**src/rtl/alu_ctrl_seq.sv**
```systemverilog
// alu_ctrl_seq: registered ALU control decoder with valid/ready handshakes.
//
// Decodes the main-control ALU op class and the R-type funct field into a
// 4-bit ALU control word. Multiply/divide ops are sequenced through an
// external iterative unit: a one-cycle md_start pulse, then the block holds
// off new issues for MD_LAT cycles before presenting the result.
//
// Build option: define ALU_CTRL_MULDIV_EN to decode mult/multu/div/divu and
// build the MD_RUN state and latency counter. When it is undefined those
// functs decode as illegal single-cycle ops and md_start/md_op/busy are 0.
//
// Handshake rules (both ports):
//   A transfer happens at a rising clk edge where valid && ready are high.
//   Upstream: in_ready = (state == IDLE) && (!out_valid || out_ready).
//   Downstream: while out_valid && !out_ready, alu_ctrl, illegal and md_op
//   hold stable. A consume and a new accept may share the same edge.
module alu_ctrl_seq #(
    parameter int MD_LAT = 32,
    parameter int CNT_W  = 8
) (
    input  logic       clk,
    input  logic       rst_n,
    input  logic       in_valid,
    output logic       in_ready,
    input  logic [1:0] alu_op,
    input  logic [5:0] funct,
    output logic       out_valid,
    input  logic       out_ready,
    output logic [3:0] alu_ctrl,
    output logic       illegal,
    output logic       md_start,
    output logic [1:0] md_op,
    output logic       busy,
    output logic       o_dbg_state
);

    logic [3:0] w_dec_ctrl;
    logic       w_dec_illegal;
    logic       w_dec_md;
    logic       w_accept;
    logic       w_consume;

    logic [3:0] r_alu_ctrl;
    logic       r_illegal;
    logic       r_out_valid;

    // Combinational decode of the incoming op.
    always_comb begin
        w_dec_ctrl    = 4'b0000;
        w_dec_illegal = 1'b0;
        w_dec_md      = 1'b0;
        case (alu_op)
            2'b00: w_dec_ctrl = 4'b0010;
            2'b01: w_dec_ctrl = 4'b0110;
            2'b11: w_dec_ctrl = 4'b0111;
            default: begin
                case (funct)
                    6'b100000: w_dec_ctrl = 4'b0010;
                    6'b100010: w_dec_ctrl = 4'b0110;
                    6'b100100: w_dec_ctrl = 4'b0000;
                    6'b100101: w_dec_ctrl = 4'b0001;
                    6'b100111: w_dec_ctrl = 4'b1100;
                    6'b101010: w_dec_ctrl = 4'b0111;
`ifdef ALU_CTRL_MULDIV_EN
                    6'b011000, 6'b011001, 6'b011010, 6'b011011: begin
                        w_dec_ctrl = {2'b10, funct[1:0]};
                        w_dec_md   = 1'b1;
                    end
`endif
                    default: begin
                        w_dec_ctrl    = 4'b0000;
                        w_dec_illegal = 1'b1;
                    end
                endcase
            end
        endcase
    end

    assign w_accept  = in_valid && in_ready;
    assign w_consume = r_out_valid && out_ready;

    assign out_valid = r_out_valid;
    assign alu_ctrl  = r_alu_ctrl;
    assign illegal   = r_illegal;

`ifdef ALU_CTRL_MULDIV_EN

    typedef enum logic {
        S_IDLE   = 1'b0,
        S_MD_RUN = 1'b1
    } state_t;

    state_t           r_state;
    logic [CNT_W-1:0] r_cnt;
    logic             r_md_start;
    logic [1:0]       r_md_op;
    logic             r_busy;

    assign in_ready    = (r_state == S_IDLE) && (!r_out_valid || out_ready);
    assign md_start    = r_md_start;
    assign md_op       = r_md_op;
    assign busy        = r_busy;
    assign o_dbg_state = r_state;

    // Control FSM: accepts ops in IDLE, counts mul/div latency in MD_RUN.
    always_ff @(posedge clk or negedge rst_n) begin
        if (!rst_n) begin
            r_state     <= S_IDLE;
            r_cnt       <= '0;
            r_md_start  <= 1'b0;
            r_md_op     <= 2'b00;
            r_busy      <= 1'b0;
            r_out_valid <= 1'b0;
            r_alu_ctrl  <= 4'b0000;
            r_illegal   <= 1'b0;
        end else begin
            case (r_state)
                S_IDLE: begin
                    r_md_start <= 1'b0;
                    if (w_consume) begin
                        r_out_valid <= 1'b0;
                    end
                    if (w_accept) begin
                        r_alu_ctrl <= w_dec_ctrl;
                        r_illegal  <= w_dec_illegal;
                        if (w_dec_md) begin
                            // Result is withheld until the external unit finishes.
                            r_state     <= S_MD_RUN;
                            r_cnt       <= CNT_W'(MD_LAT - 1);
                            r_md_start  <= 1'b1;
                            r_md_op     <= funct[1:0];
                            r_busy      <= 1'b1;
                            r_out_valid <= 1'b0;
                        end else begin
                            r_out_valid <= 1'b1;
                        end
                    end
                end
                S_MD_RUN: begin
                    r_md_start <= 1'b0;
                    if (r_cnt == '0) begin
                        r_state     <= S_IDLE;
                        r_busy      <= 1'b0;
                        r_out_valid <= 1'b1;
                    end else begin
                        r_cnt <= r_cnt - 1'b1;
                    end
                end
                default: begin
                    r_state <= S_IDLE;
                end
            endcase
        end
    end

`else

    // Latency parameters only matter when the mul/div path is built.
    logic [CNT_W-1:0] w_unused_cfg;
    assign w_unused_cfg = CNT_W'(MD_LAT);

    assign in_ready    = !r_out_valid || out_ready;
    assign md_start    = 1'b0;
    assign md_op       = 2'b00;
    assign busy        = 1'b0;
    assign o_dbg_state = 1'b0;

    // Output register: loads on accept, clears when consumed with no new op.
    always_ff @(posedge clk or negedge rst_n) begin
        if (!rst_n) begin
            r_out_valid <= 1'b0;
            r_alu_ctrl  <= 4'b0000;
            r_illegal   <= 1'b0;
        end else begin
            if (w_accept) begin
                r_alu_ctrl  <= w_dec_ctrl;
                r_illegal   <= w_dec_illegal;
                r_out_valid <= 1'b1;
            end else if (w_consume) begin
                r_out_valid <= 1'b0;
            end
        end
    end

`endif

endmodule

```
**config.mk**
```make
export PLATFORM = sky130hd
export DESIGN_NAME = alu_ctrl_seq
export DESIGN_NICKNAME = d
export VERILOG_FILES = /design/src/rtl/alu_ctrl_seq.sv
export SDC_FILE = /design/constraint.sdc
export NUM_CORES = 1
export LEC_CHECK = 0
export CAP_MARGIN = 25
export CORE_AREA = 2 2 39 41
export DETAILED_ROUTE_END_ITERATION = 8
export DIE_AREA = 0 0 41 43
export GPL_ROUTABILITY_DRIVEN = 1
export GPL_TIMING_DRIVEN = 0
export PLACE_DENSITY = 0.69
export SLEW_MARGIN = 5
export SYNTH_ARGS = -nofsm -noshare
export SYNTH_HDL_FRONTEND = slang
export SYNTH_SLANG_ARGS = --single-unit
```
**constraint.sdc**
```tcl
create_clock -name clk -period 1.22 [get_ports clk]
set_input_delay 0.122 -clock clk [delete_from_list [all_inputs] [get_ports clk]]
set_output_delay 0.122 -clock clk [all_outputs]
set_load 0.01 [all_outputs]
```
# Yosys cells after proc, flatten, opt, wreduce, memory -nomap -nowiden
# Cells that the tools add are included.
dict set report word_totals {
  output_inout_bits 12
  ff_bits 6
  inputBits 12
}
dict set report classes {
  n_reduce_logical 8
  mux 6
  eq_ne 8
}
# op count
set op_table {}
lappend op_table {{6-bit == test (second input constant)} 6}
lappend op_table {{4-bit case mux with 5 select lines} 1}
lappend op_table {{4-bit case mux with 3 select lines} 1}
lappend op_table {{6-bit OR reduction} 1}
lappend op_table {{1-bit 2-to-1 mux} 4}
lappend op_table {{3-bit OR reduction} 1}
lappend op_table {{2-bit by 1-bit == test with 1-bit output (second input constant)} 1}
lappend op_table {{2-bit == test (second input constant)} 1}
lappend op_table {{1-bit logical AND} 2}
lappend op_table {{2-bit zero test} 1}
lappend op_table {{2-bit nonzero test} 1}
lappend op_table {{1-bit zero test} 1}
lappend op_table {{1-bit logical OR} 1}

# Logic depth before layout (Yosys ltp)
dict set report depth {
  word_depth 4
  ltp_mapped 4
  ltp_nobuf 4
}

# Least setup slack after synthesis
# No wires, ideal clock.
dict set report synth_path {
  path_type {register to register}
  from {register r_out_valid (netlist: out_valid)}
  to {register r_alu_ctrl[3] (netlist: alu_ctrl[3])}
  period_less_slack_ns 1.077
  stages_incl_launch_ff 4
  t_arrival_ns 0.973
  n_path_buf 0
  t_required_ns 1.116
  path_slack_ns 0.143
  cell_sequence {dfrtp_1 > nand2b_1 > nand2_2 > o41ai_2}
}
dict set report synth_via {
  elab_chain_len 3
}
# element line_no
set synth_rtl {}
lappend synth_rtl {{start: declaration} 45} ;# logic r_out_valid;
lappend synth_rtl {{start signal: assignment} 171} ;# r_out_valid <= 1'b0;
lappend synth_rtl {{start signal: assignment} 178} ;# r_out_valid <= 1'b1;
lappend synth_rtl {{start signal: assignment} 180} ;# r_out_valid <= 1'b0;
lappend synth_rtl {{1-bit zero test} 162} ;# assign in_ready = !r_out_valid || out_ready;
lappend synth_rtl {{1-bit logical OR} 162}
lappend synth_rtl {{named net in_ready} 24} ;# output logic in_ready,
lappend synth_rtl {{1-bit logical AND} 79} ;# assign w_accept = in_valid && in_ready;
lappend synth_rtl {{end signal: assignment} 176} ;# r_alu_ctrl <= w_dec_ctrl;
lappend synth_rtl {{end: declaration} 43} ;# logic [3:0] r_alu_ctrl;
# The timed path passes the listed nets, and every way through them passes these cells.
# A chain may end at the register's enable or synchronous reset.

# Worst setup path in the final report
dict set report layout_path {
  from {register r_out_valid (netlist: out_valid)}
  to {output port in_ready}
}
dict set report layout_via {
  elab_chain_len 2
}
# element line_no
set layout_rtl {}
lappend layout_rtl {{1-bit zero test} 162}
lappend layout_rtl {{1-bit logical OR} 162}
lappend layout_rtl {{end: declaration} 24}
# No other way between the ends.

==> run_results.csv <==
group,metric,value,unit
run_status,status,"complete, no violations",
clocking,htreeDepth,1,
synth,ys_seq_area_share,38.71,%
clocking,clockBufferDepth,2,
timing,finClkSkew,0.00004780,ns
place,place_area,603.1,um2
clocking,cts_buffers,3,
timing,fin_crit,1.133,ns
setup_path,cp.arrival,1.01,ns
setup_path,cp-startpoint,"out_valid",
clocking,tritoncts,"done",
setup_path,r2r_cells,3,
routing,routed_wl,736,um
place,place_hpwl,619.3,um
synth,netlist_area,387.9,um2
setup_path,crit_required,1.10,ns
routing,dr_wl_met3,90,um
global_routing,first_global_vias,282,
synth,netlist.area_leader.share,38.71,%
setup_path,regToRegSetupSlack,0.19,ns
timing,period_share,92.89,%
die,design.core.area,1384,um2
routing,top_layer,"met4",
die,dieArea,1763,um2
setup_path,critPathCapture,"in_ready",
pwr,power_density,916.0,nW/um2
synth,synth.avg_cell_area,9.697,um2
timing,clock.fmax,0.8824,GHz
setup_path,reg2reg_to,"alu_ctrl[3]",
final_layout,num_antenna_cells,0,
clocking,clk_pin_slew_worst_paths,0.04,ns
global_routing,grt_overflow,0,
die,rows,14,
final_layout,synthToLayoutAreaGrowth,59.03,%
global_routing,grt_start_max_net_pins,11,
die,die_x,41,um
routing,drc,0,
routing,final_antenna_net_count,0,
global_routing,track_usage,9.577,%
place,placed_cells,78,
synth,synth-warning-count,0,
routing,wl_met2,309,um
setup_path,path_class,"reg -> out",
die,dieHeight,43,um
place,portBuffers,18,
synth,synth-seq-cells,6,
pwr,pwr-share-seq,40.1,%
routing,avgRoutedWirePerCell,9.086,um
routing,via_count,348,
final_layout,stdcell_count,81,
pwr,p_clk_share,32.3,%
global_routing,grt_pass1_wl,1131,um
place,place_ws,-0.1713,ns
synth,ys_types,17,
timing,drv_slew,0,
setup_path,critPathLaunchType,"register",
synth,synth_area_leaders,"dfrtp_1 (39%), buf_4 (9.7%), nand2b_1 (8.1%), nand2_1 (6.8%), o21ai_1 (6.5%)",
clocking,clock-sinks,6,
clocking,hold_buffers,0,
setup_path,path_max_fanout,3,
pwr,p_leak,0.2970,nW
final_layout,layout_common_cells,"clkdlybuf4s50_1 (11), nand2_1 (7), dlygate4sd2_1 (7), dfrtp_1 (6)",
pwr,max-vdd-ir-drop,0.0002803,V
final_layout,fin_nets,79,
run,cap_violations,0,
die,pin_count,24,
worst_hold_path,min_path_type,"in -> async",
final_layout,postLayoutCellArea,616.8,um2
final_layout,final_common_cell,"clkdlybuf4s50_1",
pwr,p_total,0.5650,mW
routing,wl_met1,321,um
pwr,combPwrFrac,27.6,%
timing,hold_viol_final,0,
pwr,switching_power,0.1501,mW
setup_path,rr_startpoint,"out_valid",
die,initial_core_util,28.03,%
place,gp_congestion,0.7029,
timing,rsz0062_at_grt,"no",
setup_path,cp-end-kind,"output pin",
pwr,netSwitchingFraction,26.57,%
global_routing,antenna_found_initial,0,
synth,postSynthCellCount,40,
synth,synth_area_leader_cell,"dfrtp_1",
pwr,p_int,0.4149,mW
timing,fin_ws,0.08679,ns
clocking,cts-root-buf,"clkbuf_4",
routing,drt_iter0_drc,7,
clocking,clk_latency,0.24,ns
final_layout,drive_gt1_share,21.54,%
routing,vias_per_cell,4.296,
timing,setup_viol,0,
routing,drt_pass1_iterations,4,
-- area by class of cell --
type	count	area [um2]
fill	149	767.0
multi-input combinational	33	215.2
timing repair buffer	18	171.4
sequential	6	150.1
buffer	5	37.54
clock buffer	3	22.52
tap	16	20.02
-- per-stage QoR --
| stage | hold slack (ns) | setup TNS [ns] | utilization (%) |
|---|---|---|---|
| finish | 0.1190 | 0 | 44.57 |
| global route | 0.1390 | 0 | 44.57 |
| CTS | 0.1232 | 0 | 44.57 |
| detailed placement | 0.3863 | -0.5469 | 43.58 |
| global placement | 0.3785 | -0.5102 | 43.58 |
| floorplan | -0.1736 | 0 | - |
-- state kept, by name, summed over array words and instances, names as in the netlist --
name       count
out_valid      1
illegal        1
alu_ctrl       4
-- worst min path at each step --
stage,end,slack (ns),depth (start not counted)
global placement,illegal,0.38,1
detailed placement,illegal,0.39,1
global route,alu_ctrl[2],0.14,1
CTS,alu_ctrl[2],0.12,1
finish,alu_ctrl[3],0.12,1
floorplan,alu_ctrl[0],-0.17,0
-- cells in the mapped netlist --
cell	number
a41oi_1	1
a31oi_1	1
nand2_1	7
nor3b_2	1
nand4b_1	1
nand3b_4	1
buf_4	5
o41ai_2	1
o21ai_1	5
conb_1	1
nand2b_1	5
a41o_1	1
nor2_2	1
nor2b_4	1
o21ai_0	1
dfrtp_1	6
nand2_2	1
-- power by group through the flow --
stage,Sequential [mW],Clock (mW),Combinational [mW]
after floorplan,0.240,0,0.0650
after global placement,0.231,0,0.171
after detailed placement,0.231,0,0.173
after CTS,0.227,0.191,0.158
after global routing,0.229,0.202,0.175
final,0.226,0.183,0.156
-- critical path, cell delays in order, from the launching register on --
cell	delay [ns]
dfrtp_1	0.37
nand2b_1	0.12
dlygate4sd2_1	0.28
-- cells by family (layout without fill, tap and decap cells) --
group                  Yosys count  after routing  synth area share [%]
buffers and inverters            5             26                 9.678
flip-flops                       6              6                 38.71
AO/OA/AOI/OAI                   10             10                 18.39
other                            1              5                0.9668
AND/OR/NAND/NOR                 18             18                 32.26
-- metal layers --
layer	GRT usage [%]	vias up
met5	0	-
met4	6.000	0
met3	3.141	2
met2	13.44	20
met1	12.05	143
li1	-	183
-- timing repair --
item	in CTS	in global routing
resized for setup	7	0
endpoints found under the setup margin	7	0
buffers inserted	0	0
Note: power is estimated with default switching activity, not from simulation.
